[config.mk]
export PLATFORM = sky130hd
export DESIGN_NAME = gpio_irq_controller
export DESIGN_NICKNAME = d
export VERILOG_FILES = /design/src/rtl/gpio_irq_controller.sv
export SDC_FILE = /design/constraint.sdc
export NUM_CORES = 1
export LEC_CHECK = 0
export CAP_MARGIN = 20
export CORE_MARGIN = 4
export CORE_UTILIZATION = 25
export CTS_BUF_LIST = sky130_fd_sc_hd__clkbuf_8 sky130_fd_sc_hd__clkbuf_16
export DETAILED_ROUTE_END_ITERATION = 12
export GPL_TIMING_DRIVEN = 0
export SLEW_MARGIN = 10
export SYNTH_ARGS = -nofsm -noshare
export SYNTH_HDL_FRONTEND = slang
export SYNTH_SLANG_ARGS = --single-unit
[constraint.sdc]
create_clock -name clk -period 4.9 [get_ports clk]
set_input_delay 0.98 -clock clk [delete_from_list [all_inputs] [get_ports clk]]
set_output_delay 0.98 -clock clk [all_outputs]
set_load 0.02 [all_outputs]
[src/rtl/gpio_irq_controller.sv]
// GPIO interrupt front end: sync, optional debounce, edge/level detect, sticky pending.
// Define GPIO_IRQ_DEBOUNCE_EN to build the per-channel debounce filter.
module gpio_irq_controller #(
  parameter int WIDTH           = 32,
  parameter int SYNC_STAGES     = 2,
  parameter int DEBOUNCE_CYCLES = 4
) (
  input  logic             clk,
  input  logic             rst,
  input  logic [WIDTH-1:0] io_in,
  input  logic [WIDTH-1:0] ier,
  input  logic [WIDTH-1:0] rier,
  input  logic [WIDTH-1:0] fier,
  input  logic [WIDTH-1:0] hier,
  input  logic [WIDTH-1:0] lier,
  input  logic [WIDTH-1:0] clr,
  output logic [WIDTH-1:0] io_filtered,
  output logic [WIDTH-1:0] pending,
  output logic             irq
);

  if (WIDTH < 1 || WIDTH > 32 || SYNC_STAGES < 2 ||
      DEBOUNCE_CYCLES < 1) begin : g_param_chk
    $error("gpio_irq_controller: illegal parameters");
  end

  logic [WIDTH-1:0] sync_q [SYNC_STAGES];
  logic [WIDTH-1:0] sync_out;
  logic [WIDTH-1:0] filt;
  logic [WIDTH-1:0] prev;
  logic [WIDTH-1:0] rise;
  logic [WIDTH-1:0] fall;
  logic [WIDTH-1:0] edge_evt;
  logic [WIDTH-1:0] lvl_evt;
  logic [WIDTH-1:0] pend_q;

  always_ff @(posedge clk or posedge rst) begin
    if (rst) begin
      for (int s = 0; s < SYNC_STAGES; s++)
        sync_q[s] <= '0;
    end else begin
      sync_q[0] <= io_in;
      for (int s = 1; s < SYNC_STAGES; s++)
        sync_q[s] <= sync_q[s-1];
    end
  end

  assign sync_out = sync_q[SYNC_STAGES-1];

`ifdef GPIO_IRQ_DEBOUNCE_EN
  localparam int CW = $clog2(DEBOUNCE_CYCLES + 1);
  localparam logic [CW-1:0] CNT_MAX = CW'(DEBOUNCE_CYCLES - 1);

  logic [CW-1:0]    cnt [WIDTH];
  logic [WIDTH-1:0] filt_q;

  always_ff @(posedge clk or posedge rst) begin
    if (rst) begin
      filt_q <= '0;
      for (int i = 0; i < WIDTH; i++)
        cnt[i] <= '0;
    end else begin
      for (int i = 0; i < WIDTH; i++) begin
        if (sync_out[i] != filt_q[i]) begin
          if (cnt[i] == CNT_MAX) begin
            filt_q[i] <= sync_out[i];
            cnt[i]    <= '0;
          end else begin
            cnt[i] <= cnt[i] + CW'(1);
          end
        end else begin
          cnt[i] <= '0;
        end
      end
    end
  end

  assign filt = filt_q;
`else
  assign filt = sync_out;
`endif

  always_ff @(posedge clk or posedge rst) begin
    if (rst) prev <= '0;
    else     prev <= filt;
  end

  assign rise     = filt & ~prev;
  assign fall     = ~filt & prev;
  assign edge_evt = ier & ((rier & rise) | (fier & fall));
  assign lvl_evt  = ier & ((hier & filt) | (lier & ~filt));

  // Edges beat a same-cycle clear; a held level re-arms one cycle after it.
  always_ff @(posedge clk or posedge rst) begin
    if (rst) pend_q <= '0;
    else     pend_q <= edge_evt | ((lvl_evt | pend_q) & ~clr);
  end

  assign io_filtered = filt;
  assign pending     = pend_q;
  assign irq         = |(pend_q & ier);

endmodule

==> impl_metrics.yaml, run 1 <==
yosys:
  synthFlopType: "dfrtp_1"
  synth-edff-count: 0
  async_flop_share_pct: 100.0
  yosys-top-cells-count: "dfrtp_1, inv_1"
  yosysMostFrequentCell: "dfrtp_1"
  syn_inst: 374
  ys_seq_area_share_pct: 64.48
  synth_area_leaders: "dfrtp_1, mux2i_1, o221ai_1"
  synth_area_leader_cell: "dfrtp_1"
  synthesis.nets: 600
  ys_types: 13
  synth_area_um2: 4967
  postSynthAreaPerCell_um2: 13.28
  synth_seq_cells: 128
  netlist.area_leader.share_pct: 64.48
  ys_warn_count: 0
detailed_routing:
  met3_length_mm: 1.219
  drc_errors: 0
  num_vias: 4156
  wl_mm: 15.04
  top_layer: "met5"
  first_iter_violations: 129
  wl_met1_mm: 5.870
  route.met2.wl_mm: 7.567
  wire_per_inst_um: 15.65
  vias_per_cell: 4.325
  ant_nets: 0
  drtPass1Iterations: 4
worst_setup_path:
  critPathBufInv: 2
  slowest_stage: "clkdlybuf4s50_1"
  critPathMaxFanout: 2
  startpoint_type: "input port"
  worstSetupPathType: "in2out"
  crit_family: "buffers and inverters"
  critPathRequiredTime_ps: 3920
  endpoint_kind: "output port"
  crit_arrival_ps: 2980
  critical_path.max_stage_delay_ps: 600
  crit_top_cell: "clkdlybuf4s50_1"
  crit_chain: "clkdlybuf4s50_1 -> a22oi_1 -> nand4_1 -> or4_1 -> clkdlybuf4s50_1"
timing:
  finalCritPeriodShare_pct: 80.86
  max_freq_ghz: 0.2524
  layout_setup_ws_ps: 938.1
  hold_violations: 0
  tns_ps: 0
  min_period_ps: 3962
  slew_viol_final: 0
  hold_slack_ps: 343.5
  worst_pin_slew_ps: 577.9
  relSlewSlack_pct: 61.47
  rsz0062_at_grt: "false"
  setup_violations: 0
  fin_skew_ps: 4.566
power:
  p_int_mw: 2.244
  p_leak_nw: 3.807
  netSwitchingPower_uw: 701.2
  power_density_nw_per_um2: 333.6
  p_seq_share_pct: 40.4
  comb_power_share_pct: 16.9
  power_frac_clock_pct: 42.8
  swShare_pct: 23.81
  finalPower_mw: 2.945
  ir_drop_uv: 199.7
final_layout:
  insertedDiodeCount: 0
  finalNetCount: 910
  areaGrowthSynthToFinish_pct: 77.71
  fin_util_pct: 45.21
  fillCellCount: 1872
  drive_gt1_share_pct: 9.626
floorplanning:
  die_w_um: 149.0
  ios: 291
  die_h_um: 149.0
  num_rows: 51
  die-area_um2: 22190
  core-area_um2: 19530
  initial_core_util_pct: 25.44
grt:
  antenna_found_initial: 1
  grt.total_usage_pct: 13.52
  grt_pass1_vias: 4524
  grt_max_degree: 67
  grt_pass1_wl_mm: 23.39
  grt.overflow.total: 0
clock_network:
  cts_root_buf: "clkbuf_16"
  cts_buffers: 17
  clockBufferDepth: 2
  cts_max_level: 4
  cts.sinks: 128
  cts_tree: "done"
  clk_latency_ps: 400
  post_cts_buffers: 0
  clk_pin_slew_ps: 60
  ctsResizeCount: 0
  hold_buffers: 0
placed_design:
  dpl.hpwl_mm: 12.06
  dp_slack_ps: 908.9
  portBuffers: 290
  gp_congestion: 0.8075
flow_run:
  maxCapViolCount: 0
hold_path:
  min_path_type: "reg2reg"
outcome:
  status: "completed"
worst paths after layout:
check | depth (start not counted) | end | slack, ps | start
max in group asynchronous | 3 | io_filtered[16]$_DFF_PP0_ | 3160 | rst
worst min register to register | 0 | io_filtered[31]$_DFF_PP0_ | 340 | sync_q[63]$_DFF_PP0_
worst max register to register | 3 | pending[24]$_DFF_PP0_ | 3780 | io_filtered[24]$_DFF_PP0_
worst min-delay path | 0 | io_filtered[31]$_DFF_PP0_ | 340 | sync_q[63]$_DFF_PP0_
worst max-delay path | 5 | irq | 940 | ier[28]
min in group asynchronous | 2 | io_filtered[18]$_DFF_PP0_ | 1020 | rst
cells by family after synthesis:
group / count (synthesis) / synth area share (%)
and+or+nand+nor: 69 / 7.909
AOI/OAI and AO/OA: 80 / 13.83
DFF: 128 / 64.48
muxes: 32 / 6.448
buffers and inverters: 65 / 7.330
cell type report:
cell class	instances	area, µm²	area share (%)
buffer	32	240.2	2.721
inverter	33	128.9	1.460
clock buffer	17	425.4	4.819
multi-input combinational	181	1400	15.86
timing repair buffer	291	2930	33.20
clock inverter	14	167.7	1.899
tap	265	331.6	3.756
sequential	128	3203	36.29
power groups by stage:
stage	sequential (mW)	clock [mW]	combinational [mW]
6_report	1.19	1.26	0.497
5_1_grt	1.20	1.35	0.533
4_1_cts	1.19	1.30	0.506
3_5_place_dp	1.21	0	0.504
3_3_place_gp	1.20	0	0.494
2_1_floorplan	1.23	0	0.149
layout by cell type (no fill, tap or decap):
cell / count
or4_1: 1
nand3b_1: 32
dfrtp_1: 128
buf_4: 32
clkinv_4: 3
buf_16: 1
nand2_1: 32
nand4_1: 4
inv_1: 32
clkinv_2: 4
clkinvlp_4: 3
a22o_2: 1
a22oi_1: 15
clkbuf_16: 17
mux2i_1: 32
a22o_1: 31
bufinv_16: 3
a22oi_2: 1
inv_6: 2
o221ai_1: 32
clkdlybuf4s50_1: 290
state kept, by name, indices dropped and copies added (netlist names):
name	count
pending	32
prev	32
sync_q	32
io_filtered	32
metal layers:
layer | vias up | track usage (%)
li1 | 1965 | -
met5 | - | 0
met1 | 1983 | 15.56
met4 | 2 | 5.446
met3 | 26 | 4.953
met2 | 180 | 22.88
stage by stage:
step                      area (µm²)  std cells
after global placement          8202        929
after global routing            8827        961
final                           8827        961
after detailed placement        8234        930
after CTS                       8827        961
after floorplan                 4967        374
No activity file was read; power rests on OpenSTA's default activity.
==> inputs of run 2 (changes only) <==
- clock period: 4.9 -> 3.47 ns (I/O delays scaled with it)
==> run 2 against run 1 <==
  * Final cell count rose by 0.31%
  * Largest power group unchanged
  * Combinational power up 42%
  * Via count fell by 1.3%
  * Critical endpoint unchanged
  * Flip-flop and latch count unchanged
  * Highest routed layer is now met4
  * Largest cell class is now non-clock buffers
==> impl_metrics.yaml, run 2 (synthesis gave the netlist of run 1 again) <==
timing:
  finalCritPeriodShare_pct: 87.37
  hold_violations: 0
  rsz0062_at_grt: "false"
  relSlewSlack_pct: 60.95
  min_period_ps: 3032
  setup_violations: 0
  layout_setup_ws_ps: 438.3
  tns_ps: 0
  worst_pin_slew_ps: 584.6
  max_freq_ghz: 0.3298
  slew_viol_final: 0
  fin_skew_ps: 6.938
detailed_routing:
  vias_per_cell: 4.255
  drc_errors: 0
  wl_mm: 15.18
  ant_nets: 0
  first_iter_violations: 142
  num_vias: 4102
  wire_per_inst_um: 15.75
  drtPass1Iterations: 5
final_layout:
  layout_commonest_cell: "clkdlybuf4s50_1"
  drive_gt1_share_pct: 9.585
  areaGrowthSynthToFinish_pct: 77.83
  fin_area_um2: 8833
  finalNetCount: 912
  insertedDiodeCount: 0
  fin_util_pct: 45.24
  layout_common_cells: "clkdlybuf4s50_1, dfrtp_1, inv_1"
worst_setup_path:
  timing.rr.start: "io_filtered[4]$_DFF_PP0_"
  crit_arrival_ps: 2340
  worstSetupPathType: "in2out"
  critPathRequiredTime_ps: 2780
  critPathMaxFanout: 2
  startpoint_type: "input port"
  startpoint: "ier[21]"
  endpoint_kind: "output port"
clock_network:
  cts.sinks: 128
  hold_buffers: 0
  clockBufferDepth: 2
  cts_root_buf: "clkbuf_16"
  cts_buffers: 17
  cts_max_level: 4
  cts_tree: "done"
  clk_latency_ps: 410
  clk_pin_slew_ps: 50
  post_cts_buffers: 0
floorplanning:
  die_h_um: 149.0
  ios: 291
  die_w_um: 149.0
  num_rows: 51
  core-area_um2: 19530
  die-area_um2: 22190
  initial_core_util_pct: 25.44
placed_design:
  dpl.hpwl_mm: 12.26
  dp_slack_ps: 54.13
  post_dp_cell_area_um2: 8265
  portBuffers: 290
  gp_congestion: 0.8172
hold_path:
  min-delay-start: "sync_q[48]$_DFF_PP0_"
  min_path_type: "reg2reg"
grt:
  grt.total_usage_pct: 13.42
  grt_max_degree: 39
  antenna_found_initial: 0
  grt.overflow.total: 0
  grt_pass1_wl_mm: 23.15
  grt_pass1_vias: 4584
power:
  power_density_nw_per_um2: 460.9
  finalPower_mw: 4.071
  p_leak_nw: 3.814
  ir_drop_uv: 295.7
outcome:
  status: "completed"
flow_run:
  maxCapViolCount: 0
[run 2: layout make-up]
cell class | count | area, µm²
multi-input combinational | 181 | 1400
sequential | 128 | 3203
clock buffer | 18 | 439.2
fill | 1800 | 10690
timing repair buffer | 293 | 2965
clock inverter | 14 | 126.4
inverter | 33 | 127.6
tap | 265 | 331.6
buffer | 32 | 240.2
[run 2: what timing repair did]
action / 4_1_cts / 5_1_grt
gates resized for setup: 0 / 1
endpoints found under the hold margin: 0 / 0
endpoints found under the setup margin: 0 / 1
[run 2: power breakdown]
| part | internal [mW] | switching (mW) |
|---|---|---|
| Clock | 1.06 | 0.626 |
| Combinational | 0.453 | 0.253 |
| Sequential | 1.60 | 0.0843 |
[run 2: stage by stage]
step / cells / hold WS [ps]
finish: 964 / 343.4
global route: 964 / 349.2
CTS: 964 / 345.8
detailed placement: 932 / 334.7
global placement: 929 / 332.0
floorplan: 374 / 331.2
[run 2: routing by layer]
layer	global-route usage, %	wire length, µm
met5	0	0
met4	4.714	274
met3	5.591	1214
met2	23.87	7852
met1	14.30	5838
[run 2: worst max-delay path, cell delays in order]
cell             delay (ps)
clkdlybuf4s50_1         420
a22oi_1                 260
nand4_1                 190
or4_1                   520
dlymetal6s2s_1          250
[run 2: path summary, 6_finish.rpt]
| kind | end | slack (ps) | cells after the start |
|---|---|---|---|
| max in group asynchronous | pending[0]$_DFF_PP0_ | 1960 | 4 |
| worst min register to register | io_filtered[16]$_DFF_PP0_ | 340 | 0 |
| worst max-delay path | irq | 440 | 5 |
| worst min-delay path | io_filtered[16]$_DFF_PP0_ | 340 | 0 |
| worst max register to register | pending[4]$_DFF_PP0_ | 2310 | 3 |
| min in group asynchronous | prev[18]$_DFF_PP0_ | 710 | 2 |
==> inputs of run 3 (changes only) <==
- PLACE_DENSITY: default -> 0.64
==> run 3 against run 2 <==
  * Clock power up 3%
  * Flip-flop and latch count unchanged
  * Combinational power up 0.6%
  * Global-route usage up 0.19 points
  * Critical path depth unchanged
==> impl_metrics.yaml, run 3 (synthesis gave the netlist of run 1 again) <==
detailed_routing:
  drc_errors: 0
  wl_mm: 15.09
  vias_per_cell: 4.344
  first_iter_violations: 87
  wire_per_inst_um: 15.62
  num_vias: 4196
  ant_nets: 0
  drtPass1Iterations: 4
floorplanning:
  die-area_um2: 22190
  ios: 291
  core-area_um2: 19530
  die_h_um: 149.0
  num_rows: 51
  initial_core_util_pct: 25.44
  die_w_um: 149.0
power:
  ir_drop_uv: 292.5
  p_int_mw: 3.185
  netSwitchingPower_uw: 947.3
  power_density_nw_per_um2: 465.0
  power_frac_clock_pct: 42.1
  p_leak_nw: 3.845
  finalPower_mw: 4.132
  comb_power_share_pct: 17.2
  p_seq_share_pct: 40.7
  swShare_pct: 22.92
clock_network:
  cts_root_buf: "clkbuf_16"
  cts_buffers: 17
  cts_tree: "done"
  clockBufferDepth: 2
  clk_latency_ps: 410
  cts_max_level: 4
  cts.sinks: 128
  clk_pin_slew_ps: 60
  hold_buffers: 0
worst_setup_path:
  critical_path.max_stage_delay_ps: 520
  timing.rr.start: "io_filtered[27]$_DFF_PP0_"
  crit_arrival_ps: 2300
  startpoint_type: "input port"
  worstSetupPathType: "in2out"
  critPathMaxFanout: 2
  startpoint: "ier[30]"
  endpoint_kind: "output port"
  critPathRequiredTime_ps: 2780
  crit_chain: "clkdlybuf4s50_1 -> a22oi_1 -> nand4_1 -> or4_1 -> dlymetal6s2s_1"
  slowest_stage: "or4_1"
hold_path:
  min-delay-start: "sync_q[39]$_DFF_PP0_"
  min_path_type: "reg2reg"
timing:
  rsz0062_at_grt: "false"
  relSlewSlack_pct: 79.17
  finalCritPeriodShare_pct: 86.36
  tns_ps: 0
  setup_violations: 0
  slew_viol_final: 0
  hold_violations: 0
  worst_pin_slew_ps: 311.9
  min_period_ps: 2997
  max_freq_ghz: 0.3337
  fin_skew_ps: 6.509
grt:
  antenna_found_initial: 1
  grt_max_degree: 36
  grt_pass1_vias: 4770
  grt.total_usage_pct: 13.61
  grt.overflow.total: 0
  grt_pass1_wl_mm: 23.80
outcome:
  status: "completed"
placed_design:
  gp_congestion: 0.7940
  placedCellCount: 933
  portBuffers: 290
  dpl.hpwl_mm: 12.44
final_layout:
  finalNetCount: 913
  layout_commonest_cell: "clkdlybuf4s50_1"
  fin_util_pct: 45.51
  fillCellCount: 1813
  areaGrowthSynthToFinish_pct: 78.92
  drive_gt1_share_pct: 9.714
  layout_common_cells: "clkdlybuf4s50_1, dfrtp_1, inv_1"
  final_cells: 966
flow_run:
  maxCapViolCount: 0
[run 3: layout make-up]
cell class                      instances  area (µm²)  share of cell area (%)
Timing Repair Buffer                  294        2993                   33.68
Inverter                               33       127.6                   1.436
Clock buffer                           18       439.2                   4.942
Multi-Input combinational cell        181        1400                   15.75
Sequential cell                       128        3203                   36.04
Buffer                                 32       240.2                   2.703
Antenna cell                            1       2.502                 0.02816
Tap cell                              265       331.6                   3.731
Clock inverter                         14       150.1                   1.689
[run 3: power by group through the flow]
stage	registers [mW]	clock network (mW)	logic, mW
after detailed placement	1.71	0	0.720
after global placement	1.70	0	0.698
after global routing	1.70	1.88	0.763
after CTS	1.68	1.81	0.723
after floorplan	1.74	0	0.210
final	1.68	1.74	0.710
[run 3: critical path: cells and delay by family]
family / cells / cell delay [ps]
buf+inv: 2 / 680
simple gates: 2 / 680
compound gates: 1 / 240
[run 3: timing repair]
action | in CTS | in global routing
gates resized for setup | 0 | 1
buffers inserted | 0 | 0
endpoints found under the setup margin | 0 | 1
[run 3: path summary, 6_finish.rpt]
kind / cells past startpoint / end / slack (ps)
worst min-delay path: 0 / io_filtered[7]$_DFF_PP0_ / 340
worst max-delay path: 5 / irq / 470
worst max register to register: 3 / pending[27]$_DFF_PP0_ / 2330
min in group asynchronous: 2 / prev[18]$_DFF_PP0_ / 570
max in group asynchronous: 5 / prev[10]$_DFF_PP0_ / 2030
worst min register to register: 0 / io_filtered[7]$_DFF_PP0_ / 340
[run 3: through the flow]
| step | worst slack, ps | hold WS (ps) | instance area (µm²) |
|---|---|---|---|
| final | 473.2 | 340.0 | 8887 |
| after global placement | 10.60 | 331.5 | 8205 |
| after detailed placement | 16.92 | 334.7 | 8293 |
| after floorplan | 1195 | 331.2 | 4971 |
| after CTS | 12.34 | 346.0 | 8882 |
| after global routing | 326.6 | 351.9 | 8887 |
[run 3: routing by layer]
layer / vias to the layer above / wire length [µm] / global-route usage, %
met5: - / 0 / 0
met3: 24 / 1155 / 5.318
li1: 1978 / - / -
met1: 2015 / 5691 / 14.99
met2: 179 / 7879 / 23.81
met4: 0 / 361 / 4.989
